File: src/rtl/s386_state_scan_reg_if.sv
// Bundles the s386 wrapper's core-side and scan-side signals; master drives core/scan inputs,
// slave is the wrapper itself.
interface s386_state_scan_reg_if #(
  parameter int SW = 6,
  parameter int PW = 7
);
  logic [SW-1:0] ns_in;
  logic [PW-1:0] po_in;
  logic          func_en;
  logic          scan_req;
  logic          scan_si;
  logic [SW-1:0] ps_out;
  logic [PW-1:0] po_q;
  logic          scan_so;
  logic [SW-1:0] scan_unload;
  logic          scan_busy;
  logic          scan_done;

  modport master (
    output ns_in, po_in, func_en, scan_req, scan_si,
    input  ps_out, po_q, scan_so, scan_unload, scan_busy, scan_done
  );

  modport slave (
    input  ns_in, po_in, func_en, scan_req, scan_si,
    output ps_out, po_q, scan_so, scan_unload, scan_busy, scan_done
  );
endinterface

File: src/rtl/s386_state_scan_reg.sv
// s386 state/output registers with serial scan; functional capture has 1-cycle latency,
// a scan sequence occupies SW+2 cycles and new requests/enables are dropped while busy.
module s386_state_scan_reg #(
  parameter int            SW        = 6,
  parameter int            PW        = 7,
  parameter logic [SW-1:0] RST_STATE = '0
) (
  input  logic                clk,
  input  logic                rst,
  s386_state_scan_reg_if.slave bus
);

  localparam int CW = (SW > 1) ? $clog2(SW) : 1;

  typedef enum logic [1:0] {
    IDLE,
    SHIFT,
    APPLY,
    DONE
  } state_t;

  state_t        state, state_nxt;
  logic [SW-1:0] ps_q, ps_nxt;
  logic [SW-1:0] unl_q, unl_nxt;
  logic [PW-1:0] po_r, po_nxt;
  logic [CW-1:0] cnt, cnt_nxt;

  always_ff @(posedge clk) begin
    if (rst) begin
      state <= IDLE;
      ps_q  <= RST_STATE;
      unl_q <= '0;
      po_r  <= '0;
      cnt   <= '0;
    end else begin
      state <= state_nxt;
      ps_q  <= ps_nxt;
      unl_q <= unl_nxt;
      po_r  <= po_nxt;
      cnt   <= cnt_nxt;
    end
  end

  always_comb begin
    state_nxt = state;
    ps_nxt    = ps_q;
    unl_nxt   = unl_q;
    po_nxt    = po_r;
    cnt_nxt   = cnt;
    case (state)
      IDLE: begin
        if (bus.scan_req) begin
          state_nxt = SHIFT;
          cnt_nxt   = '0;
        end else if (bus.func_en) begin
          ps_nxt = bus.ns_in;
          po_nxt = bus.po_in;
        end
      end
      SHIFT: begin
        // New state enters at the MSB while the old state leaves from the LSB.
        ps_nxt  = {bus.scan_si, ps_q[SW-1:1]};
        unl_nxt = {ps_q[0], unl_q[SW-1:1]};
        if (cnt == CW'(SW - 1)) begin
          state_nxt = APPLY;
        end else begin
          cnt_nxt = cnt + CW'(1);
        end
      end
      APPLY: begin
        ps_nxt    = bus.ns_in;
        po_nxt    = bus.po_in;
        state_nxt = DONE;
      end
      DONE: begin
        state_nxt = IDLE;
      end
      default: begin
        state_nxt = IDLE;
      end
    endcase
  end

  assign bus.ps_out      = ps_q;
  assign bus.po_q        = po_r;
  assign bus.scan_so     = ps_q[0];
  assign bus.scan_unload = unl_q;
  assign bus.scan_busy   = (state != IDLE);
  assign bus.scan_done   = (state == DONE);

endmodule

File: src/flat_wrapper.sv
// flat-port wrapper written by rule: the top's interface ports become plain ports
module s386_state_scan_reg_flat 
#(
  parameter int            SW        = 6,
  parameter int            PW        = 7,
  parameter logic [SW-1:0] RST_STATE = '0
)
  (clk, rst, bus_ns_in, bus_po_in, bus_func_en, bus_scan_req, bus_scan_si, bus_ps_out, bus_po_q, bus_scan_so, bus_scan_unload, bus_scan_busy, bus_scan_done);
  s386_state_scan_reg_if #(.SW(SW), .PW(PW)) bus_i ();
  input  logic clk;
  input  logic rst;
  input wire logic [$bits(bus_i.ns_in)-1:0] bus_ns_in;
  input wire logic [$bits(bus_i.po_in)-1:0] bus_po_in;
  input wire logic [$bits(bus_i.func_en)-1:0] bus_func_en;
  input wire logic [$bits(bus_i.scan_req)-1:0] bus_scan_req;
  input wire logic [$bits(bus_i.scan_si)-1:0] bus_scan_si;
  output wire logic [$bits(bus_i.ps_out)-1:0] bus_ps_out;
  output wire logic [$bits(bus_i.po_q)-1:0] bus_po_q;
  output wire logic [$bits(bus_i.scan_so)-1:0] bus_scan_so;
  output wire logic [$bits(bus_i.scan_unload)-1:0] bus_scan_unload;
  output wire logic [$bits(bus_i.scan_busy)-1:0] bus_scan_busy;
  output wire logic [$bits(bus_i.scan_done)-1:0] bus_scan_done;
  assign bus_i.ns_in = bus_ns_in;
  assign bus_i.po_in = bus_po_in;
  assign bus_i.func_en = bus_func_en;
  assign bus_i.scan_req = bus_scan_req;
  assign bus_i.scan_si = bus_scan_si;
  assign bus_ps_out = bus_i.ps_out;
  assign bus_po_q = bus_i.po_q;
  assign bus_scan_so = bus_i.scan_so;
  assign bus_scan_unload = bus_i.scan_unload;
  assign bus_scan_busy = bus_i.scan_busy;
  assign bus_scan_done = bus_i.scan_done;
  s386_state_scan_reg #(.SW(SW), .PW(PW), .RST_STATE(RST_STATE)) u_core (.clk(clk), .rst(rst), .bus(bus_i));
endmodule
File: config.mk
export PLATFORM = sky130hd
export DESIGN_NAME = s386_state_scan_reg_flat
export DESIGN_NICKNAME = d
export VERILOG_FILES = /design/src/rtl/s386_state_scan_reg_if.sv /design/src/rtl/s386_state_scan_reg.sv /design/src/flat_wrapper.sv
export SDC_FILE = /design/constraint.sdc
export NUM_CORES = 1
export LEC_CHECK = 0
export CAP_MARGIN = 5
export CORE_UTILIZATION = 40
export DETAILED_ROUTE_END_ITERATION = 7
export GPL_TIMING_DRIVEN = 0
export PLACE_DENSITY = 0.75
export SLEW_MARGIN = 20
export SYNTH_ARGS = -nofsm -noshare
export SYNTH_HDL_FRONTEND = slang
export SYNTH_SLANG_ARGS = --single-unit
File: constraint.sdc
create_clock -name clk -period 4.5 [get_ports clk]
set_input_delay 0.9 -clock clk [delete_from_list [all_inputs] [get_ports clk]]
set_output_delay 0.9 -clock clk [all_outputs]
set_load 0.05 [all_outputs]
* After elaboration in Yosys (flattened, before gate mapping) *
Cells that the tools add are included.

operators by class
  multiplexer cells = 12
  reductions and logical operators = 9
  add/subtract/negate cells = 1
  eq/ne operators = 9

operator list
  kind                   number
  $pmux W6 S3            1
  $mux W7                2
  $pmux W7 S2            1
  $mux W6                2
  $reduce_and A3 Y1      3
  $ne A2 B2 Y1 const B   4
  $pmux W2 S4            1
  $mux W3                2
  $pmux W3 S2            1
  $reduce_bool A2 Y1     3
  $eq A2 B2 Y1 const B   2
  $mux W2                2
  $add A3 B1 Y3 const B  1
  $eq A3 B3 Y1 const B   1
  $reduce_bool A3 Y1     1
  $eq A2 B1 Y1 const B   1
  $logic_not A2 Y1       1
  $ne A2 B1 Y1 const B   1
  $reduce_and A2 Y1      1

word-level totals
  register bits = 24
  output and inout port bits = 22
  logic and storage cells = 36
  input port bits = 18

* Depth between registers and ports, before layout *
Gate-level depths: netlist of run 1.

  depth in word-level cells = 3
  depth in mapped cells = 7
  gate-level depth less buffers = 5

* Worst setup path after synthesis of run 1 *
OpenSTA, ideal clock, no wires.

  kind = flip-flop to output port
  start = register u_core.state[0]
  end = output port bus_scan_busy
  setup slack = 2.584 ns
  arrival time = 1.016 ns
  required time = 3.600 ns
  path buffers = 0
  cell stages (with the launch flop) = 4
  cells stage by stage = dfxtp_1 > inv_1 > ha_1 > inv_1

on the way
  longest elaborated chain between the ends = 1

RTL lines
  what                      line                       text
  start: declaration        s386_state_scan_reg.sv:22  state_t state, state_nxt;
  start signal: assignment  s386_state_scan_reg.sv:36  state <= state_nxt;
  $reduce_bool A2 Y1        s386_state_scan_reg.sv:88  assign bus.scan_busy = (state != IDLE);
  end: declaration          flat_wrapper.sv:21         output wire logic [$bits(bus_i.scan_busy)-1:0] bus_scan_busy;

Every way passes these cells.

* Worst setup path after layout of run 1 *
Same ends and word-level chain as after synthesis.

==> impl_results.md, run 1 <==
* Peak supply drop at 0.000323 V
* Crit Path Max Fanout at 5
* Syn-to-layout area delta at 37.9%
* Crit path required time at 3.60 ns
* Total GRT Usage at 0.162
* Area of the core at 3030 µm²
* CTS tree: yes
* Routability cong. at 0.766
* Post-synthesis sequential area ratio at 0.378
* Synth Warn # at 0
* Final Max Slew Viols at 0
* Slew headroom at 0.664
* Fin nets at 201
* Fin crit period at 2.88 ns
* CP delay by family, top: buffers and inverters
* Post-route ant nets at 0
* Finished Core Util at 0.579
* N_diodes at 0
* Final hold vios at 0
* H-Tree Depth at 1
* Max-cap violations at 0
* Post-synth top area share at 0.378
* FF+latch area at 480 µm²
* Die Wd at 58.4 µm
* First-pass GRT wire length at 4.40 mm
* Final HPWL from detailed placement at 2.01 mm
* Post-CTS Setup Inserts at 0
* Root Driver: clkbuf_4
* Hold crit path type: reg2reg
* Pleak at 0.707 nW
* Syn_area_per_cell at 9.70 µm²
* Initial antenna violation count at 0
* Port Buffers at 39
* Final instance area at 1750 µm²
* Critical path class: reg2out
* Synth top area cells: dfxtp_1 38%, mux2i_1 11%, ha_1 7.9%
* Worst EP arrival at 1.98 ns
* Vias at 1,040
* Number of global-route vias before repair at 1,041
* Pre-antenna DRT Iters at 4
* Cts bufs inserted at 3
* Clock buffer depth at 2
* Number of synthesized register bits at 24
* Tcrit/Tclk final at 0.641
* Biggest area consumer among synthesized cells: dfxtp_1
* Crit start category: flip-flop
* Post-synthesis async set-or-reset flop share at 0
* # hold bufs at CTS at 0
* Cell mode on critical path: inv_1
* Post-synthesis cell type count at 31
* Critical Path End Type: primary output
* Number of fillers in the final layout at 286
* Post-cts sizing count at 0
* Area occupied by multi-input gates at 691 µm²
* Sum Neg Setup Slack at 0 ns
* PD cells at 584 nW/µm²
* Row cnt at 20
* Layout cells sized above 1 at 0.103
* Post-Synthesis Cell Area at 1270 µm²
* Drt wl/cell at 11.9 µm
* Clock Latency Late Sink at 0.31 ns
* DIE AREA at 3410 µm²
* Buf/Inv on CP at 3
* Detailed Route Iter0 Violations at 14
* Post-synth top flop: dfxtp_1
* Critical Path, Cell by Cell: inv_1 -> ha_1 -> inv_1 -> clkdlybuf4s50_1
* Layout Skew at 0.00343 ns
* # IOs at 40
* Routed vias/inst at 4.77
* Critical Path Slowest Stage Cell: clkdlybuf4s50_1
* RSZ-0062 raised after global routing: no
* Top cells by count, synth: 24 x dfxtp_1, 15 x nand2b_1, 14 x mux2i_1
* Total power at 1.02 mW
* Post-Place Cell Area at 1720 µm²
* Initial core utilization at 0.420
* Largest net degree at the start of global routing at 14
* Die Span Y at 58.4 µm
* Mapped Cells at 131
* DRC viols at 0
* Post-synth EDFFs at 0
* Delay of the slowest cell on the worst path at 0.79 ns
* Measured slew at the worst slew-check pin at 0.502 ns
* Clock-pin slew on the worst setup and hold paths at 0.13 ns
* Min Hold Slack at 0.481 ns
* Status: completed
* Most frequent cell after synthesis: dfxtp_1
* Detailed Route WL at 2.60 mm
* F_max at 0.347 GHz
* Syn nets at 157
* Final Setup Violations at 0
* CTS sink count at 24
* Grt ovf at 0
-- where the power goes --
group / total [mW] / internal [mW] / switching [mW]
sequential: 0.299 / 0.261 / 0.0380
clock: 0.113 / 0.0494 / 0.0638
combinational: 0.611 / 0.247 / 0.363
total: 1.02 / 0.558 / 0.465
-- metal layers --
metal,wire (µm),up-vias,GRT usage
met5,0,-,0
met4,9,0,0.0476
met3,154,2,0.0264
met2,1280,29,0.302
met1,1160,474,0.191
li1,-,535,-
-- logic make-up (layout without fill, tap and decap cells) --
| logic type | count (synthesis) | after routing | share of synthesized area |
|---|---|---|---|
| AO/OA/AOI/OAI | 21 | 21 | 0.115 |
| flip-flops | 24 | 24 | 0.378 |
| adder cells (fa/ha/maj) | 8 | 8 | 0.0787 |
| buffers and inverters | 20 | 63 | 0.0787 |
| AND/OR/NAND/NOR | 37 | 37 | 0.174 |
| multiplexers | 21 | 21 | 0.175 |
-- tightest hold or removal path, stage by stage (launching register included) --
cell	delay, ns
dfxtp_1	0.34
inv_1	0.05
a211oi_1	0.05
-- path summary, 6_finish.rpt --
kind                                                        start                                 to  slack [ns]  cells after the start
worst min-delay path            u_core.bus.ps_out[4]$_SDFFE_PP0P_  u_core.bus.ps_out[4]$_SDFFE_PP0P_        0.48                      2
worst min register to register  u_core.bus.ps_out[4]$_SDFFE_PP0P_  u_core.bus.ps_out[4]$_SDFFE_PP0P_        0.48                      2
worst max register to register       u_core.state[1]$_SDFFE_PP0P_       u_core.state[1]$_SDFFE_PP0P_        2.80                      6
worst max-delay path                 u_core.state[0]$_SDFFE_PP0P_                      bus_scan_busy        1.62                      4
-- sequential cells by signal, indices dropped and copies added, names as in the netlist --
| register | cells |
|---|---|
| u_core.bus.po_q | 7 |
| u_core.bus.ps_out | 6 |
| u_core.bus.scan_unload | 6 |
| u_core.cnt | 3 |
| u_core.state | 2 |
-- cell type report --
type | count | area share
sequential | 24 | 0.274
clock buffer | 4 | 0.0207
timing repair buffer | 39 | 0.223
inverter | 11 | 0.0236
buffer | 9 | 0.0335
multi-input combinational | 87 | 0.394
tap | 44 | 0.0314
-- placed cells by master, fill, tap and decap left out --
master           instances
a31oi_1                  1
or4_1                    1
nor4b_1                  1
nand4b_1                 1
mux2_2                   6
mux2_4                   1
nand2b_4                 1
nor2_1                   8
clkbuf_8                 1
and2b_1                  1
and3_1                   1
clkdlybuf4s50_1         39
mux2i_1                 14
nand4_1                  1
buf_6                    2
o21ai_0                  1
ha_1                     8
a21boi_0                 1
buf_2                    1
a211oi_1                12
nand3b_1                 1
buf_4                    2
o31ai_1                  2
nor4_1                   1
a21o_1                   1
dfxtp_1                 24
clkbuf_2                 1
nand2_1                  4
a21oi_1                  3
inv_1                   11
nand2b_1                15
clkbuf_4                 3
or4b_1                   1
clkbuf_1                 3
-- stage by stage --
stage / cells / setup WS, ns
2_1_floorplan: 131 / 2.58
3_3_place_gp: 214 / 1.99
3_5_place_dp: 214 / 1.97
4_1_cts: 218 / 1.61
5_1_grt: 218 / 1.54
6_report: 218 / 1.62
Note: power is estimated with default switching activity, not from simulation.
==> run 2, diff against run 1 <==
==> constraint.sdc (replaced) <==
create_clock -name clk -period 2.7 [get_ports clk]
set_input_delay 0.54 -clock clk [delete_from_list [all_inputs] [get_ports clk]]
set_output_delay 0.54 -clock clk [all_outputs]
set_load 0.05 [all_outputs]
==> results of run 2 <==
The final DEF is identical to that of run 1. Status: completed.
Among the figures that moved: setup slack after placement 1.97 ns -> 0.529 ns; setup slack after layout 1.62 ns -> 0.175 ns; register-to-register setup slack 2.80 ns -> 1.00 ns; total power 1.02 mW -> 1.71 mW; worst IR drop on VDD 0.000323 V -> 0.000539 V
==> run 3, diff against run 2 <==
==> constraint.sdc (replaced) <==
create_clock -name clk -period 3.1 [get_ports clk]
set_input_delay 0.465 -clock clk [delete_from_list [all_inputs] [get_ports clk]]
set_output_delay 0.465 -clock clk [all_outputs]
set_load 0.05 [all_outputs]
==> results of run 3 <==
The final DEF is identical to that of run 1. Status: completed.
Among the figures that moved: setup slack after placement 1.97 ns -> 1.00 ns; setup slack after layout 1.62 ns -> 0.650 ns; register-to-register setup slack 2.80 ns -> 1.40 ns; total power 1.02 mW -> 1.49 mW; worst IR drop on VDD 0.000323 V -> 0.000470 V
==> edit 1, RTL diff (config.mk and constraints of run 1) <==
Encoding of `state_t`: now one-hot (4 bits for 4 states).
--- a/src/rtl/s386_state_scan_reg.sv
+++ b/src/rtl/s386_state_scan_reg.sv
@@ -13,9 +13,9 @@
   localparam int CW = (SW > 1) ? $clog2(SW) : 1;
 
-  typedef enum logic [1:0] {
-    IDLE,
-    SHIFT,
-    APPLY,
-    DONE
+  typedef enum logic [3:0] {
+    IDLE  = 4'b0001,
+    SHIFT = 4'b0010,
+    APPLY = 4'b0100,
+    DONE  = 4'b1000
   } state_t;
 
Function: same outputs for any inputs over 10 cycles, from zero or initial values and one cycle with rst high; not proved beyond that.
==> edit 1 against run 1 <==
  * Global-route usage decreased by 0.062 points
  * Routed wire length decreased by 3.0%
  * Register-to-register slack got worse by 0.18 ns
  * Sequential cell count increased by 2
  * Non-clock buffer count increased by 1
  * Critical path depth unchanged
  * Critical path type unchanged
  * Worst setup slack got worse by 0.19 ns
  * Critical endpoint unchanged
  * Count of clock-buffer cells in the layout unchanged
  * Synthesized area decreased by 7.7%
  * Cell area decreased by 7.1%
Power is not compared: it rests on default switching activity, and its combinational part moved more than twofold at a synthesized area within 25%.
==> edit 1: results (changes against run 1) <==
synth_compound_area_frac: 0.161  # +0.0458
drtIter0Drc: 35  # +21
regArea_um2: 520  # +8.3%
hold-path-endpoint: "u_core.bus.scan_unload[0]"
startpoint: "u_core.state[0]"
cp_max_fo: 10  # +5
finish.net_count: 192  # -4.5%
synth_fp_nets: 149  # -5.1%
grt_max_degree: 15  # +1
worst_r2r_endpoint: "u_core.bus.ps_out[2]"
drt_wl_total_mm: 2.53  # -3.0%
hold_depth: 2  # unchanged
buffers: 49  # +2.1%
synthTopCellsByArea: "dfxtp_1 (44%), nand2_1 (8.0%), mux2i_1 (6.0%)"
synth_seq_area_share: 0.443  # +0.0655
seq_cells: 26  # +8.3%
ff2ff_setup_slack_ns: 2.62  # -0.18 ns
io_buffers: 38  # -2.6%
critPathCapture: "bus_scan_busy"
htreeDepth: 1  # unchanged
final-nonclk-buf-share: 0.272  # +0.0156
relSlewSlack: 0.595  # -0.0696
dr.pass1.iters: 3  # -1
grt_pass1_vias: 1016  # -2.4%
fillerInstances: 260  # -9.1%
muxShareOfSynthArea: 0.0597  # -0.115
nMultiInputCombCells: 90  # +3.4%
multi_input_area_share: 0.358  # -0.0361
clk_latency_ns: 0.31  # about the same
synth_common_cells: "dfxtp_1 (26), nand2_1 (25), nor2_1 (16), a21oi_1 (10), mux2i_1 (7)"
clock_skew_ns: 0.00845  # +0.00502 ns
yosys_warnings: 0  # unchanged
grtUsageTotal: 0.162  # -0.000617
area_share_clock_buf_inv: 0.0223  # +0.00157
drive_above_1_share: 0.123  # +0.0194
post-dp-hpwl_mm: 1.89  # -5.9%
synth.distinct_cells: 29  # -6.5%
place_congestion: 0.833  # +8.7%
grt_first_pass_wirelength_mm: 4.15  # -5.7%
arrival_ns: 2.18  # +0.20 ns
status: "complete, no violations"
n_all_inverters: 2  # -9
reg2reg_depth: 5  # -1
min_from: "u_core.bus.scan_unload[0]"
## edit 1: changes by cell type after synthesis, sizes merged, moves of 6 or more
| cell | delta |
|---|---|
| mux2i | -7 |
| nand2 | +21 |
| ha | -6 |
| nor2 | +12 |
| a211oi | -12 |
| inv | -9 |
| nand2b | -14 |
| mux2 | -7 |
| a311oi | +6 |
| a21oi | +7 |
## edit 1: per-layer routing
metal	track usage	vias to the layer above	routed length (µm)
met5	0	-	0
met4	0.0592	0	35
met3	0.0372	4	148
met2	0.282	33	1180
met1	0.192	486	1160
li1	-	528	-
## edit 1: metrics by stage
step           std cells  instance area, µm²  setup WS, ns  hold WS (ns)
3_5_place_dp         198                1590          1.80         0.450
2_1_floorplan        129                1170          1.49         0.474
4_1_cts              202                1630          1.43         0.469
5_1_grt              202                1630          1.22         0.496
3_3_place_gp         198                1590          1.83         0.444
6_report             202                1630          1.42         0.469
## edit 1: where the power goes
group	internal [µW]	switching (µW)
Sequential	240	6.70
Clock	49.4	66.4
Combinational	49.6	67.1
Total	339	140
==> edit 2, RTL diff (flow settings as in run 1) <==
Without the edit above. `SW` is set to 6 in 3 places; all go to 12.
--- a/src/rtl/s386_state_scan_reg_if.sv
+++ b/src/rtl/s386_state_scan_reg_if.sv
@@ -2,5 +2,5 @@
 // slave is the wrapper itself.
 interface s386_state_scan_reg_if #(
-  parameter int SW = 6,
+  parameter int SW = 12,
   parameter int PW = 7
 );
--- a/src/rtl/s386_state_scan_reg.sv
+++ b/src/rtl/s386_state_scan_reg.sv
@@ -2,5 +2,5 @@
 // a scan sequence occupies SW+2 cycles and new requests/enables are dropped while busy.
 module s386_state_scan_reg #(
-  parameter int            SW        = 6,
+  parameter int            SW        = 12,
   parameter int            PW        = 7,
   parameter logic [SW-1:0] RST_STATE = '0
--- a/src/flat_wrapper.sv
+++ b/src/flat_wrapper.sv
@@ -2,5 +2,5 @@
 module s386_state_scan_reg_flat 
 #(
-  parameter int            SW        = 6,
+  parameter int            SW        = 12,
   parameter int            PW        = 7,
   parameter logic [SW-1:0] RST_STATE = '0
Interface: changed (resized bus_ns_in, bus_ps_out and bus_scan_unload); port bits go from 40 to 58. No check against the original RTL was run, so the function may have changed too.
==> edit 2 against run 1 <==
  * Clock power is 150% higher
  * Global-route usage grew 0.97 points
  * Synthesized cell count grew 26%
  * Synthesized area rose by 31%
  * Sequential cell count rose by 13
  * Die area is 29% higher
  * Sequential power rose by 61%
  * Worst setup slack improved by 0.061 ns
  * Routed wire length is 33% higher
  * Highest routed layer unchanged
  * Cell area increased by 36%
  * Total power increased by 66%
==> edit 2: results (changes against run 1) <==
status: "complete, no violations"
synth-adder-area-share: 0.0528  # -0.0260
synth_fp_nets: 196  # +25%
ir_drop_v: 0.000573  # +77%
htreeDepth: 2  # +1
dp_slack_ns: 1.98  # +0.0137 ns
relSlewSlack: 0.657  # -0.00765
dr.pass1.iters: 6  # +2
grt_first_pass_wirelength_mm: 5.71  # +30%
grt_max_degree: 12  # -2
via_count: 1353  # +30%
drive_above_1_share: 0.0965  # -0.00696
cp_slowest_stage_delay_ns: 0.79  # about the same
antenna_found_initial: 0  # unchanged
synthTopCellsByArea: "dfxtp_1 (45%), mux2i_1 (20%), nor2_1 (7.7%)"
finish.net_count: 259  # +29%
syn_area_per_cell_um2: 10.1  # +3.7%
clk_pin_slew_worst_paths_ns: 0.07  # -0.06 ns
post-dp-hpwl_mm: 2.51  # +25%
grtUsageTotal: 0.172  # +0.00973
root_buffer: "clkbuf_8"
muxShareOfSynthArea: 0.212  # +0.0366
io_buffers: 56  # +44%
placed_cells: 271  # +27%
drt_wl_total_mm: 3.47  # +33%
grt_pass1_vias: 1268  # +22%
drtIter0Drc: 37  # +23
synth_common_cells: "dfxtp_1 (37), mux2i_1 (34), nor2_1 (34), a211oi_1 (12), ha_1 (7)"
leakage_uw: 0.000956  # +35%
reg2reg_from: "u_core.state[0]"
synth.distinct_cells: 28  # -9.7%
clk_latency_ns: 0.29  # -0.02 ns
clock_skew_ns: 0.00437  # +0.000949 ns
place_congestion: 0.865  # +13%
synth_seq_area_share: 0.446  # +0.0682
wl_per_cell_um: 12.5  # +4.6%
placed_area_um2: 2280  # +33%
min_from: "u_core.cnt[1]"
synth_compound_area_frac: 0.0957  # -0.0195
arrival_ns: 1.92  # -0.06 ns
## edit 2: cell count changes in the layout (fill, tap and decap cells not counted), sizes merged, moves of 3 or more
cell / before / now
mux2i: 14 / 34
a21oi: 3 / 6
nand2b: 16 / 2
clkdlybuf4s50: 39 / 56
inv: 11 / 4
buf: 5 / 8
dfxtp: 24 / 37
nor2: 8 / 34
nand3: 0 / 3
mux2: 7 / 1
## edit 2: worst max-delay path, delay by kind of cell (launching register included)
family	cells	cell delay, ns
buf+inv	3	0.96
flops	1	0.42
fa+ha+maj	1	0.26
## edit 2: where the power goes
part           total, µW  internal (µW)  switching [µW]
registers            481            412            69.5
logic                940            364             575
clock network        277            161             116
## edit 2: metrics by stage
step / power (µW) / hold slack (ns)
global placement: 1420 / 0.475
floorplan: 1170 / 0.463
detailed placement: 1430 / 0.487
CTS: 1710 / 0.500
global route: 1790 / 0.531
finish: 1700 / 0.496
## edit 2: final timing paths
kind	end	slack, ns	depth (start not counted)
min	u_core.cnt[1]	0.50	2
max	bus_scan_busy	1.68	4
max reg2reg	u_core.cnt[3]	2.86	6
min reg2reg	u_core.cnt[1]	0.50	2
## edit 2: cell families (layout without fill, tap and decap cells)
kind of cell               after synthesis  in the layout
AOI/OAI and AO/OA                       21             21
adders and majority gates                7              7
buffers and inverters                   16             79
DFF                                     37             37
muxes                                   35             35
and+or+nand+nor                         49             49
## edit 2: area by class of cell
type	instances	area (µm²)
Multi-Input combinational cell	112	831
Timing Repair Buffer	56	561
Tap cell	50	62.6
Fill cell	362	1610
Inverter	4	15.0
Clock inverter	2	35.0
Sequential cell	37	741
Buffer	12	73.8
Clock buffer	5	68.8
## edit 2: per-layer routing
metal	vias up	part of all wire	GRT usage
met5	-	0	0
met2	33	0.46	0.268
li1	689	-	-
met1	624	0.47	0.217
met4	0	0.019	0.0691
met3	7	0.050	0.0569
